[src/rtl/multi_cycle_control_if.sv]
// Control bus between the multi-cycle controller and its datapath.
// master = controller side, slave = datapath side.
interface multi_cycle_control_if #(
    parameter int CNT_W = 16
);
    logic [5:0]       opcode;
    logic             zero;
    logic             PCWre;
    logic             IRWre;
    logic             InsMemRW;
    logic             ExtSel;
    logic             RegOut;
    logic             RegWre;
    logic [2:0]       ALUOp;
    logic             ALUSrcB;
    logic             ALUM2Reg;
    logic             DataMemRW;
    logic [1:0]       PCSrc;
    logic [2:0]       state;
    logic             halted;
    logic             illegal;
    logic [CNT_W-1:0] inst_count;

    modport master (
        input  opcode, zero,
        output PCWre, IRWre, InsMemRW, ExtSel, RegOut, RegWre,
        output ALUOp, ALUSrcB, ALUM2Reg, DataMemRW, PCSrc,
        output state, halted, illegal, inst_count
    );

    modport slave (
        output opcode, zero,
        input  PCWre, IRWre, InsMemRW, ExtSel, RegOut, RegWre,
        input  ALUOp, ALUSrcB, ALUM2Reg, DataMemRW, PCSrc,
        input  state, halted, illegal, inst_count
    );
endinterface

[src/rtl/multi_cycle_control.sv]
// Multi-cycle CPU controller: IF/ID/EXE/MEM/WB sequencing, datapath
// enables and selects, retired-instruction counter, sticky illegal flag.
module multi_cycle_control #(
    parameter int CNT_W = 16
) (
    input  logic                   CLK,
    input  logic                   Reset,
    multi_cycle_control_if.master  bus
);

    typedef enum logic [2:0] {
        S_IF   = 3'b000,
        S_ID   = 3'b001,
        S_EXE  = 3'b010,
        S_MEM  = 3'b011,
        S_WB   = 3'b100,
        S_HALT = 3'b101
    } state_t;

    state_t           r_state;
    state_t           w_next;
    logic [CNT_W-1:0] r_cnt;
    logic             r_illegal;

    logic w_add, w_addi, w_sub, w_ori, w_and, w_or, w_move;
    logic w_sw, w_lw, w_beq, w_j, w_halt, w_ill;
    logic w_alu;

    logic       w_pcwre;
    logic       w_irwre;
    logic       w_regwre;
    logic       w_dmw;
    logic       w_m2r;
    logic [1:0] w_pcsrc;
    logic       w_extsel;
    logic       w_regout;
    logic       w_srcb;
    logic [2:0] w_aluop;

    // Opcode classification
    always_comb begin
        w_add  = 1'b0;
        w_addi = 1'b0;
        w_sub  = 1'b0;
        w_ori  = 1'b0;
        w_and  = 1'b0;
        w_or   = 1'b0;
        w_move = 1'b0;
        w_sw   = 1'b0;
        w_lw   = 1'b0;
        w_beq  = 1'b0;
        w_j    = 1'b0;
        w_halt = 1'b0;
        w_ill  = 1'b0;
        case (bus.opcode)
            6'b000000: w_add  = 1'b1;
            6'b000001: w_addi = 1'b1;
            6'b000010: w_sub  = 1'b1;
            6'b010000: w_ori  = 1'b1;
            6'b010001: w_and  = 1'b1;
            6'b010010: w_or   = 1'b1;
            6'b100000: w_move = 1'b1;
            6'b100110: w_sw   = 1'b1;
            6'b100111: w_lw   = 1'b1;
            6'b110000: w_beq  = 1'b1;
            6'b111000: w_j    = 1'b1;
            6'b111111: w_halt = 1'b1;
            default:   w_ill  = 1'b1;
        endcase
    end

    assign w_alu = w_add | w_addi | w_sub | w_ori
                 | w_and | w_or | w_move;

    // Next-state logic
    always_comb begin
        w_next = S_IF;
        unique case (r_state)
            S_IF:   w_next = S_ID;
            S_ID: begin
                unique case (1'b1)
                    w_halt:       w_next = S_HALT;
                    w_j | w_ill:  w_next = S_IF;
                    default:      w_next = S_EXE;
                endcase
            end
            S_EXE: begin
                unique case (1'b1)
                    w_beq:        w_next = S_IF;
                    w_sw | w_lw:  w_next = S_MEM;
                    default:      w_next = S_WB;
                endcase
            end
            S_MEM:  w_next = w_lw ? S_WB : S_IF;
            S_WB:   w_next = S_IF;
            S_HALT: w_next = S_HALT;
            default: w_next = S_IF;
        endcase
    end

    // Per-state enables before the reset gate
    always_comb begin
        w_pcwre  = 1'b0;
        w_irwre  = 1'b0;
        w_regwre = 1'b0;
        w_dmw    = 1'b0;
        w_m2r    = 1'b0;
        w_pcsrc  = 2'b00;
        unique case (r_state)
            S_IF:  w_irwre = 1'b1;
            S_ID: begin
                w_pcwre = w_j | w_ill;
                if (w_j) w_pcsrc = 2'b10;
            end
            S_EXE: begin
                w_pcwre = w_beq;
                if (w_beq && bus.zero) w_pcsrc = 2'b01;
            end
            S_MEM: begin
                w_pcwre = w_sw;
                w_dmw   = w_sw;
            end
            S_WB: begin
                w_pcwre  = 1'b1;
                w_regwre = 1'b1;
                w_m2r    = w_lw;
            end
            default: ;
        endcase
    end

    // Opcode-only decode, valid in every state
    always_comb begin
        w_extsel = ~(w_ori | w_and | w_or);
        w_regout = w_add | w_sub | w_and | w_or | w_move;
        w_srcb   = w_addi | w_ori | w_sw | w_lw;
        w_aluop  = 3'b000;
        unique case (1'b1)
            w_sub | w_beq: w_aluop = 3'b001;
            w_ori | w_or:  w_aluop = 3'b011;
            w_and:         w_aluop = 3'b100;
            default:       w_aluop = 3'b000;
        endcase
    end

    always_ff @(posedge CLK or negedge Reset) begin
        if (!Reset) begin
            r_state <= S_IF;
        end else begin
            r_state <= w_next;
        end
    end

    always_ff @(posedge CLK or negedge Reset) begin
        if (!Reset) begin
            r_cnt <= '0;
        end else if (w_pcwre) begin
            r_cnt <= r_cnt + 1'b1;
        end
    end

    always_ff @(posedge CLK or negedge Reset) begin
        if (!Reset) begin
            r_illegal <= 1'b0;
        end else if (r_state == S_ID && w_ill) begin
            r_illegal <= 1'b1;
        end
    end

    // Write enables are held off while Reset is low
    assign bus.PCWre      = w_pcwre & Reset;
    assign bus.IRWre      = w_irwre & Reset;
    assign bus.RegWre     = w_regwre & Reset;
    assign bus.DataMemRW  = w_dmw & Reset;
    assign bus.InsMemRW   = 1'b0;
    assign bus.ALUM2Reg   = w_m2r;
    assign bus.PCSrc      = w_pcsrc;
    assign bus.ExtSel     = w_extsel;
    assign bus.RegOut     = w_regout;
    assign bus.ALUSrcB    = w_srcb;
    assign bus.ALUOp      = w_aluop;
    assign bus.state      = r_state;
    assign bus.halted     = (r_state == S_HALT);
    assign bus.illegal    = r_illegal;
    assign bus.inst_count = r_cnt;

endmodule

[src/flat_wrapper.sv]
// flat-port wrapper written by rule: the top's interface ports become plain ports
module multi_cycle_control_flat 
#(
    parameter int CNT_W = 16
)
  (CLK, Reset, bus_opcode, bus_zero, bus_PCWre, bus_IRWre, bus_InsMemRW, bus_ExtSel, bus_RegOut, bus_RegWre, bus_ALUOp, bus_ALUSrcB, bus_ALUM2Reg, bus_DataMemRW, bus_PCSrc, bus_state, bus_halted, bus_illegal, bus_inst_count);
  multi_cycle_control_if #(.CNT_W(CNT_W)) bus_i ();
  input  logic CLK;
  input  logic Reset;
  input wire logic [$bits(bus_i.opcode)-1:0] bus_opcode;
  input wire logic [$bits(bus_i.zero)-1:0] bus_zero;
  output wire logic [$bits(bus_i.PCWre)-1:0] bus_PCWre;
  output wire logic [$bits(bus_i.IRWre)-1:0] bus_IRWre;
  output wire logic [$bits(bus_i.InsMemRW)-1:0] bus_InsMemRW;
  output wire logic [$bits(bus_i.ExtSel)-1:0] bus_ExtSel;
  output wire logic [$bits(bus_i.RegOut)-1:0] bus_RegOut;
  output wire logic [$bits(bus_i.RegWre)-1:0] bus_RegWre;
  output wire logic [$bits(bus_i.ALUOp)-1:0] bus_ALUOp;
  output wire logic [$bits(bus_i.ALUSrcB)-1:0] bus_ALUSrcB;
  output wire logic [$bits(bus_i.ALUM2Reg)-1:0] bus_ALUM2Reg;
  output wire logic [$bits(bus_i.DataMemRW)-1:0] bus_DataMemRW;
  output wire logic [$bits(bus_i.PCSrc)-1:0] bus_PCSrc;
  output wire logic [$bits(bus_i.state)-1:0] bus_state;
  output wire logic [$bits(bus_i.halted)-1:0] bus_halted;
  output wire logic [$bits(bus_i.illegal)-1:0] bus_illegal;
  output wire logic [$bits(bus_i.inst_count)-1:0] bus_inst_count;
  assign bus_i.opcode = bus_opcode;
  assign bus_i.zero = bus_zero;
  assign bus_PCWre = bus_i.PCWre;
  assign bus_IRWre = bus_i.IRWre;
  assign bus_InsMemRW = bus_i.InsMemRW;
  assign bus_ExtSel = bus_i.ExtSel;
  assign bus_RegOut = bus_i.RegOut;
  assign bus_RegWre = bus_i.RegWre;
  assign bus_ALUOp = bus_i.ALUOp;
  assign bus_ALUSrcB = bus_i.ALUSrcB;
  assign bus_ALUM2Reg = bus_i.ALUM2Reg;
  assign bus_DataMemRW = bus_i.DataMemRW;
  assign bus_PCSrc = bus_i.PCSrc;
  assign bus_state = bus_i.state;
  assign bus_halted = bus_i.halted;
  assign bus_illegal = bus_i.illegal;
  assign bus_inst_count = bus_i.inst_count;
  multi_cycle_control #(.CNT_W(CNT_W)) u_core (.CLK(CLK), .Reset(Reset), .bus(bus_i));
endmodule
[config.mk]
export PLATFORM = sky130hd
export DESIGN_NAME = multi_cycle_control_flat
export DESIGN_NICKNAME = d
export VERILOG_FILES = /design/src/rtl/multi_cycle_control_if.sv /design/src/rtl/multi_cycle_control.sv /design/src/flat_wrapper.sv
export SDC_FILE = /design/constraint.sdc
export NUM_CORES = 1
export LEC_CHECK = 0
export CAP_MARGIN = 0
export CELL_PAD_IN_SITES_DETAIL_PLACEMENT = 0
export CELL_PAD_IN_SITES_GLOBAL_PLACEMENT = 2
export CORE_ASPECT_RATIO = 1.4
export CORE_UTILIZATION = 29
export CTS_CLUSTER_SIZE = 10
export DETAILED_ROUTE_END_ITERATION = 8
export GPL_TIMING_DRIVEN = 1
export PLACE_DENSITY_LB_ADDON = 0.08
export SLEW_MARGIN = 30
export SYNTH_ARGS = -nofsm -noshare
export SYNTH_HDL_FRONTEND = slang
export SYNTH_SLANG_ARGS = --single-unit
export TNS_END_PERCENT = 50
[constraint.sdc]
create_clock -name CLK -period 3.5 [get_ports CLK]
set_clock_uncertainty 0.15 [all_clocks]
set_input_delay 0.525 -clock CLK [delete_from_list [all_inputs] [get_ports CLK]]
set_output_delay 0.525 -clock CLK [all_outputs]
set_load 0.05 [all_outputs]
==> metrics.cfg <==
[run_status]
status = finished, final reports clean

[logic_synthesis]
synth_cell_types = 46
synth_most_common_cell = dfrtp_1
avgSynthCellArea_um2 = 9.34
synth_common_cells = dfrtp_1 (20), nand2_1 (14), nor2_1 (14), xor2_1 (14), a21oi_1 (7)
yosys_warnings = 0
syn-cell-area_mm2 = 0.00135
syn_inst = 144
ys_seq_area_share_pct = 37.2
synth.area.top_cells = dfrtp_1 (37%), xor2_1 (9.1%), nand2_1 (3.9%)
ys_async_sr_fraction_pct = 100
yosysTopAreaCellShare_pct = 37.2
synth_nets = 154
yosys_register_bits = 20
yosys.area.top_type = dfrtp_1
synth-main-ff-cell = dfrtp_1
synth_edf_count = 0

[drt]
wl_per_cell_um = 14.1
drtIter0Drc = 46
antenna_left = 0
dr.pass1.iters = 4
via_per_inst = 4.86
wl_um = 3520
drc = 0
num_vias = 1210

[place]
portBuffers = 42
globalplace.congestion = 0.739
dp_hpwl_um = 2780

[setup_path]
critPathLaunchType = input pin
path_buf_inv = 3
required_ns = 2.82
criticalPathCategory = in2out
max_stage_delay_ns = 0.63
critPathTopFamily = simple AND/OR/NAND/NOR gates
critical_path_arrival_ns = 2.45
r2r_setup_slack_ns = 1.14
slowest_stage = clkdlybuf4s50_1
path_cells = clkdlybuf4s50_1 -> nand4b_1 -> or2_2 -> nor4_1 -> buf_4 -> buf_12
worst_setup_path_end_kind = primary output
worstPathMaxFanout = 14

[clock_network]
clock_sinks = 20
holdBufCountCts = 0
insertion_delay_ns = 0.26
clk_pin_slew_ns = 0.07
cts_root_buffer = clkbuf_8
post_cts_buffers = 0
cts_made_buffers = 3
tritoncts = yes
clock_path_buffers = 2
ctsResizeCount = 0
cts_max_level = 1

[sta]
fin_crit_sh_pct = 89.4
final-setup-viol-count = 0
holdWs_ns = 0.316
min_period_ns = 3.13
report.final.slew_viol_count = 0
tns_ns = 0
rsz0062_at_grt = no
hold_viol = 0
fmax_mhz = 319
max-slew-margin-rel_pct = 66.2
worst_pin_slew_ns = 0.505

[die]
die_area_mm2 = 0.00492
core_area_mm2 = 0.00434
initial_core_util_pct = 31.0
num_rows = 28
fp.dieH_um = 82.6
ios = 44
die_w_um = 59.6

[grt]
grt_pass1_wl_um = 5860
grt_usage_pct = 15.8
grt_max_degree = 17
grt_antenna_before_repair = 0
grt_pass1_vias = 1208
grt-ovfl-total = 0

[layout]
nNetsFinal = 200
antenna-diode-count = 0
fillers = 464
drive_gt1_share_pct = 20.6
areaGrowthSynthToFinish_pct = 45.7

[job]
maxCapViolCount = 0

[pwr]
p_leak_nw = 0.828
vdd_ir_drop_max_mv = 0.197
power_density_mw_per_mm2 = 586

[worst_hold_path]
min_path_type = reg2reg

-- registers in the layout (all words and copies together) (netlist names) --
register               count
u_core.bus.illegal         1
u_core.bus.inst_count     16
u_core.bus.state           3
-- worst register-to-register path, stage by stage, from the launching register on --
cell and delay, ns:
dfrtp_1 0.61, nor4b_1 0.31, a41oi_1 0.19, o22ai_2 0.24, a31oi_4 0.05, buf_4 0.23
nor4b_2 0.32, xor2_1 0.18
-- layout by cell type, fill, tap and decap left out, drive strengths merged, types with 4 or more instances in the layout --
| cell | instances |
|---|---|
| nor2 | 14 |
| nand4 | 5 |
| nor4 | 5 |
| clkbuf | 4 |
| clkdlybuf4s50 | 30 |
| xor2 | 14 |
| nor4b | 4 |
| a21oi | 7 |
| nand2 | 14 |
| nor3 | 5 |
| buf | 21 |
| dfrtp | 20 |
| nor3b | 4 |
| or2 | 4 |
-- worst paths after layout --
kind                                                          to  cells after the start                             startpoint
max                                                bus_DataMemRW                      6                          bus_opcode[4]
min                        u_core.bus.inst_count[15]$_DFFE_PN0P_                      1  u_core.bus.inst_count[15]$_DFFE_PN0P_
max reg2reg                 u_core.bus.inst_count[9]$_DFFE_PN0P_                      7          u_core.bus.state[1]$_DFF_PN0_
min reg2reg                u_core.bus.inst_count[15]$_DFFE_PN0P_                      1  u_core.bus.inst_count[15]$_DFFE_PN0P_
max in group asynchronous   u_core.bus.inst_count[4]$_DFFE_PN0P_                      2                                  Reset
min in group asynchronous  u_core.bus.inst_count[15]$_DFFE_PN0P_                      1                                  Reset
-- power by group --
| group | switching (mW) | internal [mW] | leakage, nW | total [mW] |
|---|---|---|---|---|
| clock network | 0.0731 | 0.100 | 0.0288 | 0.173 |
| registers | 0.0768 | 0.278 | 0.260 | 0.355 |
| logic | 0.395 | 0.225 | 0.539 | 0.620 |
-- final cells by class --
type / instances / area, µm² / area share, %
Multi-Input combinational cell: 113 / 792 / 40.4
Timing Repair Buffer: 51 / 533 / 27.2
Sequential cell: 20 / 500 / 25.5
Tap cell: 60 / 75.1 / 3.83
Clock buffer: 4 / 55.1 / 2.81
Inverter: 1 / 3.75 / 0.192
-- logic make-up after synthesis --
group / synth area share [%]
multiplexers: 0.837
adder cells (fa/ha/maj): 0.930
AO/OA/AOI/OAI: 11.2
AND/OR/NAND/NOR: 33.7
other: 0.279
flip-flops: 37.2
XOR/XNOR: 11.1
buffers and inverters: 4.84
-- metal layers --
layer,vias up,track usage [%],wire length [µm]
met4,0,7.44,73
met2,33,29.0,1870
met1,574,17.9,1450
li1,597,-,-
met5,-,0,0
met3,6,1.56,118
-- through the flow --
stage	cell area, µm²	utilization (%)	setup slack [ns]	std cells	power (mW)
final	1960	45.1	0.370	249	1.15
after global placement	1900	43.8	0.367	245	0.982
after global routing	1960	45.1	0.223	249	1.23
after detailed placement	1900	43.8	0.377	245	0.988
after CTS	1960	45.1	0.365	249	1.16
after floorplan	1360	-	0.159	144	0.774
Note: power is estimated with default switching activity, not from simulation.
==> RTL edit 1: new RTL, same flow settings <==
`CNT_W` is set to 16 in 3 places; all go to 24.
--- a/src/rtl/multi_cycle_control_if.sv
+++ b/src/rtl/multi_cycle_control_if.sv
@@ -1,7 +1,7 @@
 // Control bus between the multi-cycle controller and its datapath.
 // master = controller side, slave = datapath side.
 interface multi_cycle_control_if #(
-    parameter int CNT_W = 16
+    parameter int CNT_W = 24
 );
     logic [5:0]       opcode;
     logic             zero;
--- a/src/rtl/multi_cycle_control.sv
+++ b/src/rtl/multi_cycle_control.sv
@@ -1,7 +1,7 @@
 // Multi-cycle CPU controller: IF/ID/EXE/MEM/WB sequencing, datapath
 // enables and selects, retired-instruction counter, sticky illegal flag.
 module multi_cycle_control #(
-    parameter int CNT_W = 16
+    parameter int CNT_W = 24
 ) (
     input  logic                   CLK,
     input  logic                   Reset,
--- a/src/flat_wrapper.sv
+++ b/src/flat_wrapper.sv
@@ -1,7 +1,7 @@
 // flat-port wrapper written by rule: the top's interface ports become plain ports
 module multi_cycle_control_flat 
 #(
-    parameter int CNT_W = 16
+    parameter int CNT_W = 24
 )
   (CLK, Reset, bus_opcode, bus_zero, bus_PCWre, bus_IRWre, bus_InsMemRW, bus_ExtSel, bus_RegOut, bus_RegWre, bus_ALUOp, bus_ALUSrcB, bus_ALUM2Reg, bus_DataMemRW, bus_PCSrc, bus_state, bus_halted, bus_illegal, bus_inst_count);
   multi_cycle_control_if #(.CNT_W(CNT_W)) bus_i ();
Ports: changed (resized bus_inst_count); port bits go from 44 to 52. No check against the original RTL was run, so the function may have changed too.
==> RTL edit 1 against the original RTL <==
Routed wire length grew 18%. Sequential cell count up 8. Total power grew 15%. Sequential power increased by 26%. Area after synthesis is 21% higher. Cell area up 18%. Setup slack improved by 0.039 ns. Critical path type unchanged. Highest routed layer unchanged. Fmax is 1.2% higher. Largest power group unchanged.
==> RTL edit 1: results (changes against the original RTL) <==
metric,value,unit,change
worst r2r path cells,6,,-1
CTS clock-pin slew for the worst setup and hold paths,0.10,ns,+0.03 ns
Synth Area in Compound Gates,8.47,%,-2.7 points
Synth area leaders,"dfrtp_1, xnor2_1, nand3_1",,
Post-DP Area,2240,µm²,+18%
Netlist cell types,40,,-13%
Clk pwr share,19.6,%,+4.5 points
R2R Path End,u_core.bus.inst_count[13],,
Peak VDD IR,170,µV,-13%
top post-synthesis cells by count,"dfrtp_1, xnor2_1, nor2_1",,
max reg flops,24,,+8
status,finished clean,,
WHS Endpoint,u_core.bus.illegal,,
Via density,5.01,,+3.1%
min-delay src,u_core.bus.illegal,,
Worst Path Max Fanout,7,,-7
GRT Overall Usage,14.5,%,-1.2 points
Tcrit/Tclk final,88.3,%,-1.1 points
Setup WS pre-CTS,0.338,ns,-0.0391 ns
initial drt markers,72,,+57%
critical path endpoint,bus_PCWre,,
Post-Syn Nets,177,,+15%
Placed Cells,281,,+15%
Hold Slack,0.344,ns,+0.0278 ns
mux cell area share after synthesis,1.31,%,+0.47 points
Final #Nets,230,,+15%
Buffers on Ports,50,,+19%
"non-filler cells, final",285,,+14%
Leakage,0.939,nW,+13%
net switching power figure,577,µW,+6.0%
combinational fraction of design power,46.6,%,-7.4 points
layout cells sized above 1,13.2,%,-7.4 points
pin count of the biggest net entering global routing,22,,+5
vias in the first global route,1397,,+16%
worst-margin pin slew,0.692,ns,+0.187 ns
combinational gate power,614,µW,-1%
Adder-Cell Fraction of Synth Area,1.39,%,+0.46 points
[RTL edit 1: logic make-up after synthesis]
group,after synthesis
multiplexers,2
AO/OA/AOI/OAI,17
buffers and inverters,10
adder cells (fa/ha/maj),2
flip-flops,28
XOR/XNOR,25
AND/OR/NAND/NOR,82
other,1
[RTL edit 1: area by class of cell]
class / count / area (µm²)
clock buffer: 3 / 41.3
clock inverter: 1 / 30.0
fill: 534 / 2960
inverter: 2 / 7.51
multi-input combinational: 129 / 861
sequential: 28 / 701
tap: 66 / 82.6
timing repair buffer: 56 / 588
[RTL edit 1: worst max-delay path: stages]
cell and delay [ns]:
clkdlybuf4s50_1 0.49, or2_1 0.37, nor4_4 0.38, a21boi_2 0.16, nand3_1 0.13, and2_1 0.15
buf_4 0.20
[RTL edit 1: routing by layer]
layer  track usage [%]  routed length (µm)  up-vias
met2              27.3                2270       39
met1              15.0                1620      686
met4              7.61                 123        0
li1                  -                   -      694
met3              1.77                 145        9
met5                 0                   0        -
==> RTL edit 2: new RTL, config.mk and constraints unchanged <==
Made on the original files. Reset style: synchronous (`Reset`), changed in 3 clocked blocks.
--- a/src/rtl/multi_cycle_control.sv
+++ b/src/rtl/multi_cycle_control.sv
@@ -143,7 +143,7 @@
         endcase
     end
 
-    always_ff @(posedge CLK or negedge Reset) begin
+    always_ff @(posedge CLK) begin
         if (!Reset) begin
             r_state <= S_IF;
         end else begin
@@ -151,7 +151,7 @@
         end
     end
 
-    always_ff @(posedge CLK or negedge Reset) begin
+    always_ff @(posedge CLK) begin
         if (!Reset) begin
             r_cnt <= '0;
         end else if (w_pcwre) begin
@@ -159,7 +159,7 @@
         end
     end
 
-    always_ff @(posedge CLK or negedge Reset) begin
+    always_ff @(posedge CLK) begin
         if (!Reset) begin
             r_illegal <= 1'b0;
         end else if (r_state == S_ID && w_ill) begin
Function: differs if Reset is asserted again (counterexample within 4 cycles, from zero or initial values and one cycle with Reset low); with Reset held inactive, the same outputs for 10 cycles.
==> RTL edit 2 against the original RTL <==
Final cell count up 18%. Cell area rose by 7.2%. Sequential cell count unchanged. Critical endpoint is now bus_PCSrc[0]. Routed wire length is 13% higher. Setup slack better by 0.071 ns. Area after synthesis is 13% higher. Count of clock-buffer cells in the layout is 1 lower.
Power is not compared: it rests on default switching activity, and its combinational part moved more than twofold at a synthesized area within 25%.
==> RTL edit 2: results (changes against the original RTL) <==
metric,value,unit,change
worst setup path start,bus_opcode[5],,
fillers,528,,+14%
layout cells sized above 1,18.7,%,-1.9 points
pin count of the biggest net entering global routing,27,,+10
reg2reg start,u_core.bus.state[1],,
Placed Cells,290,,+18%
R2R Path End,u_core.bus.inst_count[15],,
Final #Nets,241,,+21%
worst r2r path cells,6,,-1
hold path depth,2,,+1
Tcrit/Tclk final,87.4,%,-2.0 points
met1 WL,1660,µm,+14%
top post-synthesis cells by count,"nand2_1, dfxtp_1, mux2i_1, nand2b_1, nor2_1",,
Worst slew margin,52.0,%,-14 points
post-synthesis sequential area ratio,26.4,%,-11 points
min-delay src,u_core.bus.inst_count[15],,
Synth Area in Compound Gates,17.8,%,+6.7 points
Netlist cell types,48,,+4.3%
Main synth FF type,dfxtp_1,,
Hold Slack,0.319,ns,+0.00271 ns
Routed WL per cell,13.6,µm,-3.9%
CTS H-Tree Depth,1,,unchanged
Crit path arrival time,2.38,ns,-0.07 ns
Final Wtd Congestion,0.847,,+15%
Worst Path Max Fanout,8,,-6
Post-DP Area,2030,µm²,+6.6%
Synth area leaders,"dfxtp_1, mux2i_1, nand2b_1",,
Post-Synth XOR/XNOR Area,0.578,%,-10 points
CTS clock-pin slew for the worst setup and hold paths,0.07,ns,about the same
Adder-Cell Fraction of Synth Area,0.826,%,-0.10 points
DR WL met3,111,µm,-5.9%
Setup WS pre-CTS,0.438,ns,+0.0604 ns
area grow syn2layout,38.6,%,
synthesized instance count,189,,+31%
Via density,5.06,,+4.2%
GRT Overall Usage,15.1,%,-0.71 points
critical path endpoint,bus_PCSrc[0],,
Clock Path Buffers,2,,unchanged
Post-Syn Nets,199,,+29%
post-synthesis async set-or-reset flop share,0,%,-100 points
vias in the first global route,1403,,+16%
mux cell area share after synthesis,10.6,%,+9.7 points
status,finished clean,,
first-pass GRT wire length,6580,µm,+12%
initial drt markers,62,,+35%
DR vias,1488,,+23%
DRT Pass-1 Iters,4,,unchanged
Post-DP HPWL,3120,µm,+12%
met2 WL,2180,µm,+17%
WHS Endpoint,u_core.bus.inst_count[15],,
## RTL edit 2: cell types whose count changed in the layout (fill, tap and decap cells not counted), moves of 5 or more
cell      change
dfxtp_1      +20
nand2b_1     +13
xor2_1       -14
mux2i_1      +16
a21oi_2       +7
nand3_1       +5
nand2_1       +8
dfrtp_1      -20
## RTL edit 2: cell type report
cell class              instances  share of cell area (%)
clock buffers                   3                    1.97
flip-flops and latches         20                    19.1
multi-input cells             153                    49.5
clock inverters                 1                    1.43
well taps                      64                    3.81
repair buffers                 50                    23.7
inverters                       3                   0.536
## RTL edit 2: worst max-delay path: stages
cell and delay [ns]:
clkdlybuf4s50_1 0.66, nand4bb_1 0.16, or4b_1 0.48, nor3b_1 0.37, buf_12 0.19
## RTL edit 2: metal layers
metal / up-vias / GRT usage [%]
met5: - / 0
met4: 0 / 5.07
met3: 2 / 1.44
met2: 31 / 30.1
met1: 696 / 16.2
li1: 759 / -
